<file path="config.mk">
export PLATFORM = sky130hd
export DESIGN_NAME = wb_unit
export DESIGN_NICKNAME = d
export VERILOG_FILES = /design/src/rtl/core_pkg.sv /design/src/rtl/load_aligner.sv /design/src/rtl/wb_unit.sv
export SDC_FILE = /design/constraint.sdc
export NUM_CORES = 1
export LEC_CHECK = 0
export BUFFER_PORTS_ARGS = -buffer_cell sky130_fd_sc_hd__buf_2
export CAP_MARGIN = 20
export CORE_AREA = 2 2 127 129
export DETAILED_ROUTE_END_ITERATION = 10
export DIE_AREA = 0 0 129 131
export PLACE_DENSITY = 0.7
export SLEW_MARGIN = 10
export SYNTH_ARGS = -nofsm -noshare
export SYNTH_HDL_FRONTEND = slang
export SYNTH_SLANG_ARGS = --single-unit
export TNS_END_PERCENT = 1
</file>
<file path="constraint.sdc">
create_clock -name clk_i -period 4.04 [get_ports clk_i]
set_input_delay 1.01 -clock clk_i [delete_from_list [all_inputs] [get_ports clk_i]]
set_output_delay 1.01 -clock clk_i [all_outputs]
set_load 0.03 [all_outputs]
</file>
<file path="src/rtl/core_pkg.sv">
// Shared widths, micro-op control encodings and the write-back entry layout.
// Pure declarations, no logic and no latency.
// Nothing here stalls; flow control lives in the modules that import it.
package core_pkg;

    // Datapath width of the core (32 or 64)
    localparam int DATA_WIDTH        = 32;
    // Byte-offset bits within one data word
    localparam int ADDR_OFFSET_WIDTH = $clog2(DATA_WIDTH / 8);
    localparam int MEM_CTRL_WIDTH    = 4;
    localparam int GPR_CTRL_WIDTH    = 2;
    localparam int RF_ADDR_WIDTH     = 5;

    // Memory operation codes: bit 3 clear marks a read, set marks a write.
    localparam logic [MEM_CTRL_WIDTH-1:0] MEM_RB   = 4'b0000;
    localparam logic [MEM_CTRL_WIDTH-1:0] MEM_RBU  = 4'b0001;
    localparam logic [MEM_CTRL_WIDTH-1:0] MEM_RH   = 4'b0010;
    localparam logic [MEM_CTRL_WIDTH-1:0] MEM_RHU  = 4'b0011;
    localparam logic [MEM_CTRL_WIDTH-1:0] MEM_RW   = 4'b0100;
    localparam logic [MEM_CTRL_WIDTH-1:0] MEM_RWU  = 4'b0101;
    localparam logic [MEM_CTRL_WIDTH-1:0] MEM_RD   = 4'b0110;
    localparam logic [MEM_CTRL_WIDTH-1:0] MEM_WB   = 4'b1000;
    localparam logic [MEM_CTRL_WIDTH-1:0] MEM_WH   = 4'b1001;
    localparam logic [MEM_CTRL_WIDTH-1:0] MEM_WW   = 4'b1010;
    localparam logic [MEM_CTRL_WIDTH-1:0] MEM_WD   = 4'b1011;
    localparam logic [MEM_CTRL_WIDTH-1:0] MEM_IDLE = 4'b1111;

    // Source of the GPR write data
    localparam logic [GPR_CTRL_WIDTH-1:0] GPR_IDLE = 2'b00;
    localparam logic [GPR_CTRL_WIDTH-1:0] GPR_EXE  = 2'b01;
    localparam logic [GPR_CTRL_WIDTH-1:0] GPR_MEM  = 2'b10;

    // One buffered write-back result
    typedef struct packed {
        logic [GPR_CTRL_WIDTH-1:0] src;
        logic [RF_ADDR_WIDTH-1:0]  rd;
        logic [DATA_WIDTH-1:0]     dat;
    } wb_entry_t;

endpackage

</file>
<file path="src/rtl/load_aligner.sv">
// Extracts and sign/zero-extends load data from a raw data-memory word.
// Purely combinational, zero cycles.
// No flow control; output follows inputs every cycle.
module load_aligner
    import core_pkg::*;
(
    input  logic [DATA_WIDTH-1:0]        rdata,
    input  logic [ADDR_OFFSET_WIDTH-1:0] offset,
    input  logic [MEM_CTRL_WIDTH-1:0]    mem_ctrl,
    output logic [DATA_WIDTH-1:0]        data
);

    logic [ADDR_OFFSET_WIDTH+2:0] shamt;
    logic [DATA_WIDTH-1:0]        shifted;

    // Byte offset to bit shift; bytes pulled in past the word top read as zero,
    // so misaligned accesses simply see zeros in the missing bytes.
    assign shamt   = {offset, 3'b000};
    assign shifted = rdata >> shamt;

    // Pick the access size and extend it to the full register width
    always_comb begin
        data = shifted;
        case (mem_ctrl)
            MEM_RB:  data = DATA_WIDTH'($signed(shifted[7:0]));
            MEM_RBU: data = DATA_WIDTH'(shifted[7:0]);
            MEM_RH:  data = DATA_WIDTH'($signed(shifted[15:0]));
            MEM_RHU: data = DATA_WIDTH'(shifted[15:0]);
            // On a 32-bit core both word loads reduce to the word itself
            MEM_RW:  data = DATA_WIDTH'($signed(shifted[31:0]));
            MEM_RWU: data = DATA_WIDTH'(shifted[31:0]);
            MEM_RD:  data = shifted;
            default: data = shifted;
        endcase
    end

endmodule

</file>
<file path="src/rtl/wb_unit.sv">
// Write-back stage: buffers MEM results in order and drives the GPR write port.
// Latency: a result accepted at an edge retires in the following cycle when empty.
// Backpressure: two-entry buffer; ready_o drops only when both entries are held.
module wb_unit
    import core_pkg::*;
(
    input  logic                      clk_i,
    input  logic                      rstn_i,
    input  logic                      mem_valid_i,
    output logic                      ready_o,
    input  logic [DATA_WIDTH-1:0]     exe_out_i,
    input  logic [MEM_CTRL_WIDTH-1:0] mem_ctrl_i,
    input  logic [DATA_WIDTH-1:0]     d_m_rdata_i,
    input  logic [GPR_CTRL_WIDTH-1:0] gpr_ctrl_i,
    input  logic [RF_ADDR_WIDTH-1:0]  rd_i,
    input  logic                      halt_i,
    output logic                      rf_wren_o,
    output logic [RF_ADDR_WIDTH-1:0]  rf_waddr_o,
    output logic [DATA_WIDTH-1:0]     rf_wdata_o,
    output logic                      commit_o,
    output logic [63:0]               instret_o
);

    // Buffer occupancy states
    localparam logic [1:0] CNT_EMPTY = 2'd0;
    localparam logic [1:0] CNT_ONE   = 2'd1;
    localparam logic [1:0] CNT_FULL  = 2'd2;

    wb_entry_t             head;
    wb_entry_t             skid;
    wb_entry_t             incoming;
    logic [1:0]            count;
    logic [63:0]           instret;
    logic [DATA_WIDTH-1:0] load_dat;
    logic                  in_rdy;
    logic                  accept;
    logic                  retire;

    load_aligner u_load_aligner (
        .rdata    (d_m_rdata_i),
        .offset   (exe_out_i[ADDR_OFFSET_WIDTH-1:0]),
        .mem_ctrl (mem_ctrl_i),
        .data     (load_dat)
    );

    // Build the entry at capture time so the buffer never holds raw memory words
    always_comb begin
        incoming     = '0;
        incoming.src = gpr_ctrl_i;
        incoming.rd  = rd_i;
        incoming.dat = (gpr_ctrl_i == GPR_MEM) ? load_dat : exe_out_i;
    end

    assign in_rdy  = (count != CNT_FULL);
    assign accept  = mem_valid_i && in_rdy;
    assign retire  = (count != CNT_EMPTY) && !halt_i;

    // Reset forces ready low immediately, independent of the clock
    assign ready_o = rstn_i && in_rdy;

    // Head/skid buffer: the skid entry only fills while the head is stalled
    always_ff @(posedge clk_i or negedge rstn_i) begin
        if (!rstn_i) begin
            count <= CNT_EMPTY;
            head  <= '0;
            skid  <= '0;
        end else begin
            case (count)
                CNT_EMPTY: begin
                    if (accept) begin
                        head  <= incoming;
                        count <= CNT_ONE;
                    end
                end
                CNT_ONE: begin
                    if (retire && accept) begin
                        head <= incoming;
                    end else if (retire) begin
                        count <= CNT_EMPTY;
                    end else if (accept) begin
                        skid  <= incoming;
                        count <= CNT_FULL;
                    end
                end
                default: begin
                    // Full: no accept possible, retiring promotes the skid entry
                    if (retire) begin
                        head  <= skid;
                        count <= CNT_ONE;
                    end
                end
            endcase
        end
    end

    // Retired-uop counter, wraps naturally at 2^64
    always_ff @(posedge clk_i or negedge rstn_i) begin
        if (!rstn_i) begin
            instret <= '0;
        end else if (retire) begin
            instret <= instret + 64'd1;
        end
    end

    assign commit_o   = retire;
    assign rf_wren_o  = retire && (head.src != GPR_IDLE) && (head.rd != '0);
    assign rf_waddr_o = (count != CNT_EMPTY) ? head.rd  : '0;
    assign rf_wdata_o = (count != CNT_EMPTY) ? head.dat : '0;
    assign instret_o  = instret;

endmodule

</file>
==> results.sh <==
export IMPL_grt_max_degree=74
export IMPL_dieArea_um2=16900
export IMPL_finalWirelength_um=20100
export IMPL_avgViaCountPerCell=5.46
export IMPL_end_kind="output pin"
export IMPL_fin_crit_sh=0.758
export IMPL_max_freq_mhz=326
export IMPL_vias=6650
export IMPL_setup_tns_final_ns=0
export IMPL_cp_arrival_ns=2.05
export IMPL_fin_hold_ws_ns=0.461
export IMPL_slew_viol_final=0
export IMPL_finalHoldViolations=0
export IMPL_critPathMaxStageDelay_ns=0.53
export IMPL_leakage_nw=4.53
export IMPL_diodes=0
export IMPL_globalplace_congestion=0.921
export IMPL_yosysTopAreaCellShare=0.475
export IMPL_grtUsageTotal=0.250
export IMPL_crit_path_start_kind="flop"
export IMPL_layoutNonFillerInstCount=1218
export IMPL_fin_area_um2=9230
export IMPL_ios=183
export IMPL_cts_max_level=4
export IMPL_cts_resized=0
export IMPL_final_util=0.592
export IMPL_layout_area_overhead_vs_synth_pct=21.6
export IMPL_finalSetupViolations=0
export IMPL_status="finished clean"
export IMPL_synthFlopType="dfrtp_1"
export IMPL_yosys_register_bits=144
export IMPL_grt_pass1_wl_um=32800
export IMPL_critPathMaxFanout=22
export IMPL_io_buffers=182
export IMPL_cts_path_max_buffers=2
export IMPL_insertion_delay_ns=0.43
export IMPL_syn_inst=823
export IMPL_synth_warnings=0
export IMPL_ff2ff_setup_slack_ns=1.50
export IMPL_die_w_um=129
export IMPL_path_class="flop to output pin"
export IMPL_core_area_um2=15600
export IMPL_synth_area_top_cells="dfrtp_1 (47%), nand2_1 (7.4%), xor2_1 (4.5%), o21ai_0 (4.5%), nor2b_1 (3.6%)"
export IMPL_yosysTopAreaCell="dfrtp_1"
export IMPL_yosysMostFrequentCell="nand2_1"
export IMPL_synth_common_cells="nand2_1 (149), dfrtp_1 (144), o21ai_0 (68), nor2_1 (50), nor2b_1 (44)"
export IMPL_antenna_found_initial=0
export IMPL_cp_required_ns=3.03
export IMPL_num_rows=46
export IMPL_cts_num_sinks=144
export IMPL_post_drt_wl_per_cell_um=16.5
export IMPL_layout_drive_gt1_share=0.267
export IMPL_crit_path_top_delay_cell="nor2_4"
export IMPL_syn_nets=903
export IMPL_crit_chain="nor2_4 -> buf_4 -> nor2b_1 -> buf_2"
export IMPL_p_per_area_nw_per_um2=538
export IMPL_skew_ns=0.00627
export IMPL_cap_violations=0
export IMPL_die_h_um=131
export IMPL_overflow=0
export IMPL_first_global_vias=6312
export IMPL_worstHoldPathType="primary input to asynchronous set/reset pin"
export IMPL_dp_final_hpwl_um=14100
export IMPL_slew_limit_headroom=0.381
export IMPL_setup_slack_ns=0.976
export IMPL_vdd_ir_drop_max_v=0.000340
export IMPL_ant_nets=0
export IMPL_yosysSeqAreaShare=0.475
export IMPL_synthArstFlopShare=1.00
export IMPL_cts_tree="built"
export IMPL_syn_area_um2=7590
export IMPL_place_ws_ns=0.920
export IMPL_synth_edf_count=0
export IMPL_postCtsSetupBuffers=0
export IMPL_cts_hold_buffers=0
export IMPL_avgSynthCellArea_um2=9.23
export IMPL_placed_cell_area_um2=8680
export IMPL_drc_errors=0
export IMPL_drtPass1Iterations=5
export IMPL_ctsRootBufferMaster="clkbuf_16"
export IMPL_rsz0062_at_grt="no"
export IMPL_worstMarginPinSlew_ns=0.928
export IMPL_finalPower_mw=4.97
export IMPL_synth_cell_types=55
export IMPL_fin_crit_ns=3.06
export IMPL_cts_reportedPaths_clkPinSlew_ns=0.06
export IMPL_dp_cells=1186
export IMPL_nNetsFinal=1069
export IMPL_dr_first_iter_drc_count=434
export IMPL_start_util=0.487
export IMPL_cts_buffers=17
-- metal layers --
layer | GRT usage | wire length (µm) | vias to the layer above
met2 | 0.394 | 9330 | 267
met1 | 0.343 | 9040 | 3150
met3 | 0.0533 | 1330 | 34
li1 | - | - | 3199
met4 | 0.0889 | 431 | 0
met5 | 0 | 0 | -
-- kinds of logic after synthesis --
kind of cell	share of synthesized area
compound gates	0.136
xor+xnor	0.0738
fa+ha+maj	0.00165
buf+inv	0.0328
flops	0.475
mux	0.0494
simple gates	0.231
-- power breakdown --
part / internal, mW / total, mW / switching, mW
logic: 0.506 / 1.48 / 0.978
clock network: 0.868 / 1.47 / 0.598
registers: 1.80 / 2.02 / 0.220
total: 3.17 / 4.97 / 1.80
-- registers in the layout, indices dropped and copies added, names as in the netlist --
name,cells
instret_o,64
head,39
skid,39
count,2
-- path summary, 6_finish.rpt --
kind	start	to	depth (start not counted)
worst max-delay path	count[0]	rf_wdata_o[30]	4
worst min-delay path	rstn_i	instret_o[17]	1
worst max register to register	count[1]	head[30]	5
worst min register to register	head[6]	head[6]	2
max in group asynchronous	rstn_i	count[1]	2
min in group clk_i	head[6]	head[6]	2
-- layout by cell type, fill, tap and decap left out, drive strengths merged, types with 13 or more instances in the layout --
cell | synthesis | routed
nor2b | 44 | 44
and3 | 13 | 13
nand3 | 20 | 20
o211ai | 16 | 16
mux2 | 18 | 18
nand2 | 150 | 150
buf | 15 | 194
mux2i | 15 | 15
a21oi | 41 | 41
o31ai | 21 | 21
nor2 | 51 | 51
nor3 | 20 | 20
xor2 | 39 | 39
inv | 13 | 13
clkbuf | 32 | 20
nand4 | 15 | 15
o21ai | 71 | 71
nor4 | 20 | 20
xnor2 | 25 | 25
dfrtp | 144 | 144
-- worst max-delay path: cells and delay by family (launching register included) --
kind / cells / cell delay [ns]
buffers and inverters: 2 / 0.51
and+or+nand+nor: 2 / 0.61
DFF: 1 / 0.50
-- area by class of cell --
type / instances / area [µm²]
Clock buffer: 20 / 457
Fill cell: 1390 / 6360
Timing Repair Buffer: 194 / 1010
Inverter: 13 / 48.8
Clock inverter: 12 / 92.6
Multi-Input combinational cell: 619 / 3750
Tap cell: 216 / 270
Sequential cell: 144 / 3600
No activity file was read; power rests on OpenSTA's default activity.
